**config.mk**
```make
export PLATFORM = sky130hd
export DESIGN_NAME = inst_fetch
export DESIGN_NICKNAME = d
export VERILOG_FILES = /design/src/rtl/inst_fetch.sv
export SDC_FILE = /design/constraint.sdc
export NUM_CORES = 1
export LEC_CHECK = 0
export CORE_ASPECT_RATIO = 1.25
export CORE_MARGIN = 4
export CORE_UTILIZATION = 55
export CTS_CLUSTER_DIAMETER = 100
export CTS_CLUSTER_SIZE = 16
export DETAILED_ROUTE_END_ITERATION = 16
export GPL_ROUTABILITY_DRIVEN = 0
export GPL_TIMING_DRIVEN = 0
export HOLD_SLACK_MARGIN = 0.1
export PLACE_DENSITY = 0.91
export SYNTH_ARGS = -nofsm -noshare
export SYNTH_HDL_FRONTEND = slang
export SYNTH_SLANG_ARGS = --single-unit
```
**constraint.sdc**
```tcl
create_clock -name clk -period 14.4 [get_ports clk]
set_input_delay 1.44 -clock clk [delete_from_list [all_inputs] [get_ports clk]]
set_output_delay 1.44 -clock clk [all_outputs]
set_load 0.05 [all_outputs]
```
**src/rtl/inst_fetch.sv**
```systemverilog
// Instruction-fetch stage: owns the fetch PC, keeps one SRAM request in flight,
// and hands (pc, inst) to decode through a ready/valid register backed by a 1-entry skid buffer.
module inst_fetch #(
  parameter int                    ADDR_WIDTH = 32,
  parameter int                    INST_WIDTH = 32,
  parameter logic [ADDR_WIDTH-1:0] RESET_PC   = 32'h1c00_0000
) (
  input  logic                  clk,
  input  logic                  rst,
  output logic                  inst_sram_req,
  output logic [ADDR_WIDTH-1:0] inst_sram_addr,
  input  logic                  inst_sram_addr_ok,
  input  logic                  inst_sram_data_ok,
  input  logic [INST_WIDTH-1:0] inst_sram_rdata,
  input  logic                  branch_en,
  input  logic [ADDR_WIDTH-1:0] branch_addr,
  input  logic                  jump_en,
  input  logic [ADDR_WIDTH-1:0] jump_addr,
  input  logic                  id_ready,
  output logic                  if_valid,
  output logic [ADDR_WIDTH-1:0] if_pc,
  output logic [INST_WIDTH-1:0] if_inst
);

  // Handshake: decode takes if_pc/if_inst in any cycle where if_valid && id_ready
  // ("fire"); if_valid/if_pc/if_inst are held stable until that cycle.
  typedef enum logic [1:0] {S_REQ, S_WAIT, S_DROP} state_e;

  state_e                state_q, state_d;
  logic [ADDR_WIDTH-1:0] fetch_pc_q, fetch_pc_d;
  logic [ADDR_WIDTH-1:0] req_addr_q, req_addr_d;
  logic                  buf_valid_q, buf_valid_d;
  logic [ADDR_WIDTH-1:0] buf_pc_q, buf_pc_d;
  logic [INST_WIDTH-1:0] buf_inst_q, buf_inst_d;
  logic                  if_valid_q, if_valid_d;
  logic [ADDR_WIDTH-1:0] if_pc_q, if_pc_d;
  logic [INST_WIDTH-1:0] if_inst_q, if_inst_d;

  logic                  fire;
  logic                  redirect;
  logic                  deliver;
  logic                  accept;
  logic [ADDR_WIDTH-1:0] target;

  always_comb begin
    state_d     = state_q;
    fetch_pc_d  = fetch_pc_q;
    req_addr_d  = req_addr_q;
    buf_valid_d = buf_valid_q;
    buf_pc_d    = buf_pc_q;
    buf_inst_d  = buf_inst_q;
    if_valid_d  = if_valid_q;
    if_pc_d     = if_pc_q;
    if_inst_d   = if_inst_q;

    fire     = if_valid_q & id_ready;
    redirect = fire & (branch_en | jump_en);
    target   = branch_en ? branch_addr : jump_addr;
    // No new request while the skid slot is full, so every return has somewhere to land.
    inst_sram_req  = (state_q == S_REQ) & ~buf_valid_q & ~rst;
    inst_sram_addr = fetch_pc_q;
    accept   = inst_sram_req & inst_sram_addr_ok;
    deliver  = (state_q == S_WAIT) & inst_sram_data_ok;

    case (state_q)
      S_REQ: begin
        if (accept) begin
          req_addr_d = fetch_pc_q;
          fetch_pc_d = fetch_pc_q + ADDR_WIDTH'(4);
          state_d    = S_WAIT;
        end
      end
      S_WAIT: if (inst_sram_data_ok) state_d = S_REQ;
      S_DROP: if (inst_sram_data_ok) state_d = S_REQ;
      default: state_d = S_REQ;
    endcase

    if (deliver && (!if_valid_q || fire)) begin
      if_valid_d = 1'b1;
      if_pc_d    = req_addr_q;
      if_inst_d  = inst_sram_rdata;
    end else if (deliver) begin
      buf_valid_d = 1'b1;
      buf_pc_d    = req_addr_q;
      buf_inst_d  = inst_sram_rdata;
    end else if (fire) begin
      if (buf_valid_q) begin
        if_pc_d     = buf_pc_q;
        if_inst_d   = buf_inst_q;
        buf_valid_d = 1'b0;
      end else begin
        if_valid_d = 1'b0;
      end
    end

    // A redirect squashes everything younger than the instruction decode just took.
    if (redirect) begin
      fetch_pc_d  = target;
      buf_valid_d = 1'b0;
      if_valid_d  = 1'b0;
      if (state_q == S_WAIT) state_d = inst_sram_data_ok ? S_REQ : S_DROP;
      else if (accept)       state_d = S_DROP;
    end
  end

  always_ff @(posedge clk or posedge rst) begin
    if (rst) begin
      state_q     <= S_REQ;
      fetch_pc_q  <= RESET_PC;
      req_addr_q  <= '0;
      buf_valid_q <= 1'b0;
      buf_pc_q    <= '0;
      buf_inst_q  <= '0;
      if_valid_q  <= 1'b0;
      if_pc_q     <= '0;
      if_inst_q   <= '0;
    end else begin
      state_q     <= state_d;
      fetch_pc_q  <= fetch_pc_d;
      req_addr_q  <= req_addr_d;
      buf_valid_q <= buf_valid_d;
      buf_pc_q    <= buf_pc_d;
      buf_inst_q  <= buf_inst_d;
      if_valid_q  <= if_valid_d;
      if_pc_q     <= if_pc_d;
      if_inst_q   <= if_inst_d;
    end
  end

  assign if_valid = if_valid_q;
  assign if_pc    = if_pc_q;
  assign if_inst  = if_inst_q;

endmodule

```
### Yosys cells after proc, flatten, opt, wreduce, memory -nomap -nowiden

Cells that the tools add are included.
W data, S select, Z words.

* add/subtract/negate cells: 1
* multiply operators: 0
* divide/modulo/power cells: 0
* $lt $le $gt $ge: 0
* equal/unequal tests: 6
* shift-type cells: 0
* muxes and demuxes: 28
* bitwise gates (word level): 10
* reductions and logical operators: 17

Operator list (count)
* $mux W32: 12
* $add A32 B3 Y32 const B: 1
* $mux W2: 6
* $mux W1: 9
* $reduce_and A2 Y1: 4
* $reduce_bool A2 Y1: 4
* $and A1 B1 Y1: 6
* $reduce_and A3 Y1: 2
* $reduce_bool A3 Y1: 2
* $pmux W2 S2: 1
* $ne A3 B1 Y1 const B: 1
* $ne A3 B2 Y1 const B: 1
* $not A1 Y1: 3
* $eq A2 B1 Y1 const B: 1
* $eq A2 B2 Y1 const B: 1
* $logic_not A2 Y1: 1
* $ne A2 B1 Y1 const B: 1
* $ne A2 B2 Y1 const B: 1
* $reduce_or A2 Y1: 1
* $logic_and A1 B1 Y1: 1
* $logic_not A1 Y1: 1
* $logic_or A1 B1 Y1: 1
* $or A1 B1 Y1: 1

* register bits: 196
* latch bits: 0
* memory bits (writable): 0
* ROM bits: 0
* bits of input ports: 103
* memories kept: 0

### Longest topological paths before layout

* depth in word-level cells: 9
* gate-level depth with buffers: 9

### Worst setup path before layout

No wires, ideal clock.

* path type: in2out
* from: input rst
* to: output inst_sram_req
* data arrival time: 2.485 ns
* data required time: 12.960 ns
* slack: 10.475 ns
* stages on the path: 1
* path buffers: 0
* cells stage by stage: nor3_1

* longest elaborated chain between the ends: 2

Ends and longest elaborated chain
* from (decl): RTL line 9 `input logic rst,`
* $not A1 Y1: RTL line 60 `inst_sram_req = (state_q == S_REQ) & ~buf_valid_q & ~rst;`
* $and A1 B1 Y1: RTL line 60
* to (decl): RTL line 10 `output logic inst_sram_req,`

Every way passes these cells.

### Worst setup path after layout

Ends and elaborated chain as after synthesis.

==> results.py <==
metrics = {
    "outcome": {
        "status": "finished, final reports clean",
    },
    "timing": {
        "slew_viol_final": 0,
        "period_needed_ns": 4.53,
        "fmaxAchievable_mhz": 221,
        "hold_viol": 0,
        "rsz0062_at_grt": "false",
        "setup_tns_ns": 0,
        "maxSlewHeadroom": 0.312,
        "finalSetupViolCount": 0,
        "skew_ns": 0.0109,
        "period_share": 0.314,
        "worstMarginPinSlew_ns": 1.03,
    },
    "hold_path": {
        "worstHoldPathType": "flop to flop",
    },
    "clock_tree": {
        "cts_buffer_depth": 2,
        "tritoncts": "yes",
        "cts_buffers": 17,
        "clk_pin_slew_worst_paths_ns": 0.06,
        "ctsHoldBuffers": 0,
        "clk_latency_ns": 0.43,
        "post-cts-setup-buffers": 0,
        "post_cts_resized": 0,
        "clock_sinks": 196,
        "htreeDepth": 4,
        "cts_root_buffer": "clkbuf_16",
    },
    "final_layout": {
        "antenna_cells": 0,
        "fin_util": 0.750,
        "fin_nets": 1151,
        "area_growth_pct": 32.5,
        "fillers": 1079,
        "fin_area_sq_mm": 0.0118,
        "drive_gt1_frac": 0.0985,
    },
    "floorplanning": {
        "coreArea_sq_mm": 0.0157,
        "rows": 51,
        "die_h_microns": 150,
        "dieArea_sq_mm": 0.0183,
        "start_util": 0.566,
        "fp.dieW_microns": 122,
        "io_pins": 201,
    },
    "synthesis": {
        "ys_ff_latch": 196,
        "synthFlopType": "dfrtp_1",
        "synthArstFlopShare": 1.00,
        "yosys_warnings": 0,
        "ys_types": 39,
        "syn_area_per_cell_sq_um": 10.8,
        "synth_area_sq_mm": 0.00888,
        "synthesis.nets": 932,
        "postSynthCellCount": 825,
        "synth_edf_count": 0,
        "yosysSeqAreaShare": 0.553,
    },
    "detailed_routing": {
        "first_pass_iters": 5,
        "drt_wl_total_mm": 23.9,
        "drc_errors": 0,
        "vias": 7352,
        "drt_iter0_drc": 583,
        "postRouteAntennaNets": 0,
        "via_per_inst": 5.80,
        "wl_per_cell_microns": 18.8,
    },
    "grt": {
        "antenna_found_initial": 0,
        "busiest_layer": "met2",
        "grt.total_usage": 0.264,
        "grt_pass1_vias": 7463,
        "use_met1": 0.316,
        "grt_use_met3": 0.0510,
        "grt_pass1_wl_mm": 37.9,
        "grt_overflow": 0,
        "gr-usage-met2": 0.464,
        "grt_max_degree": 100,
    },
    "pwr": {
        "power.density_mw_per_mm2": 228,
        "p_leak_uw": 0.00537,
        "ir_drop_uv": 110,
    },
    "place": {
        "hpwl_mm": 16.9,
        "port_buffers": 199,
        "post_dp_cell_area_sq_mm": 0.0112,
    },
    "critical_path": {
        "critical_path.max_fanout": 4,
        "worst-setup-path-type": "primary input to primary output",
        "cp.arrival_ns": 3.09,
        "worst_ep_required_time_ns": 12.96,
        "end_kind": "primary output",
        "critPathLaunchType": "primary input",
    },
    "run": {
        "maxCapViolations": 0,
    },
}
-- registers in the layout, summed over array words and instances (netlist names) --
signal	cells
req_addr_q	32
if_pc	32
buf_pc_q	32
buf_valid_q	1
state_q	2
inst_sram_addr	32
if_valid	1
buf_inst_q	32
if_inst	32
-- cells in the final DEF (no fill, tap or decap), types with 2 or more instances in the layout --
master and instances:
a211oi_1 26, a21oi_1 10, a31oi_1 18, and2_1 2
and3_1 2, and4_1 4, buf_1 8, buf_2 3
bufinv_16 3, clkbuf_1 46, clkbuf_16 17, clkdlybuf4s50_1 199
clkinvlp_4 5, dfrtp_1 193, dfstp_2 3, ha_1 4
inv_1 8, inv_6 2, mux2_2 64, mux2i_1 70
nand2_1 171, nand3_1 9, nand4_1 12, nor2_1 2
nor2b_1 27, nor3_1 3, nor4_1 3, o211ai_1 6
o21ai_0 80, o31a_1 2, o31ai_1 13, or3_1 5
or4_1 14, xnor2_1 7, xor2_1 2
-- area by class of cell --
type	count	area [sq um]	share of cell area
sequential	196	4910	0.417
buffer	56	221	0.0188
clock inverter	11	150	0.0128
multi-input combinational	564	3720	0.316
tap	212	265	0.0225
inverter	9	41.3	0.00351
timing repair buffer	200	2020	0.172
clock buffer	20	447	0.0380
-- metal layers --
layer	wire length [microns]	share of wire
met1	9110	0.38
met2	12500	0.52
met3	1530	0.064
met4	736	0.031
met5	0	0
-- kinds of logic after synthesis --
group / share of synthesized area
muxes: 0.160
xor gates and xnor gates: 0.00888
buffers and inverters: 0.0287
adders and majority gates: 0.00564
and+or+nand+nor: 0.136
AOI/OAI and AO/OA: 0.108
DFF: 0.553
-- stage by stage --
stage	instances	setup slack (ns)	hold WS [ns]	power, uW
CTS	1268	9.89	0.507	2690
global route	1268	9.85	0.516	2820
finish	1268	9.87	0.506	2690
global placement	1236	5.30	0.482	2140
floorplan	825	7.62	0.464	1750
detailed placement	1237	9.91	0.490	2200
-- cell usage after synthesis, types with 2 or more instances --
library cell | instances | area, sq um
a211oi_1 | 26 | 195
a21oi_1 | 10 | 50.1
a31oi_1 | 18 | 113
and2_1 | 2 | 12.5
and3_1 | 2 | 12.5
and4_1 | 4 | 35.0
buf_1 | 8 | 30.0
buf_2 | 3 | 15.0
clkbuf_1 | 44 | 165
dfrtp_1 | 193 | 4830
dfstp_2 | 3 | 78.8
ha_1 | 4 | 50.1
inv_1 | 9 | 33.8
mux2_2 | 64 | 721
mux2i_1 | 70 | 701
nand2_1 | 171 | 642
nand3_1 | 9 | 45.0
nand4_1 | 12 | 75.1
nor2_1 | 2 | 7.51
nor2b_1 | 27 | 169
nor3_1 | 3 | 15.0
nor4_1 | 3 | 18.8
o211ai_1 | 6 | 45.0
o21ai_0 | 80 | 400
o31a_1 | 2 | 17.5
o31ai_1 | 13 | 97.6
or3_1 | 5 | 31.3
or4_1 | 14 | 105
xnor2_1 | 7 | 61.3
xor2_1 | 2 | 17.5
-- where the power goes --
group / leakage, uW / switching (uW) / internal, uW / total (uW)
logic: 0.00260 / 769 / 440 / 1210
registers: 0.00250 / 205 / 790 / 995
clock network: 0.000275 / 207 / 278 / 485
-- critical path: stages --
cell             delay (ns)
clkdlybuf4s50_1        0.55
nor3_1                 0.24
clkdlybuf4s50_1        0.85
-- path summary, 6_finish.rpt --
check	startpoint	to	slack, ns	depth (start not counted)
min in group asynchronous	rst	inst_sram_addr[31]	1.59	2
max in group asynchronous	rst	buf_inst_q[29]	11.92	3
setup / recovery	rst	inst_sram_req	9.87	3
hold reg to reg	buf_pc_q[14]	buf_pc_q[14]	0.51	1
setup reg to reg	state_q[1]	if_inst[5]	11.78	9
hold / removal	buf_pc_q[14]	buf_pc_q[14]	0.51	1
Power figures use the tool's default switching activity.
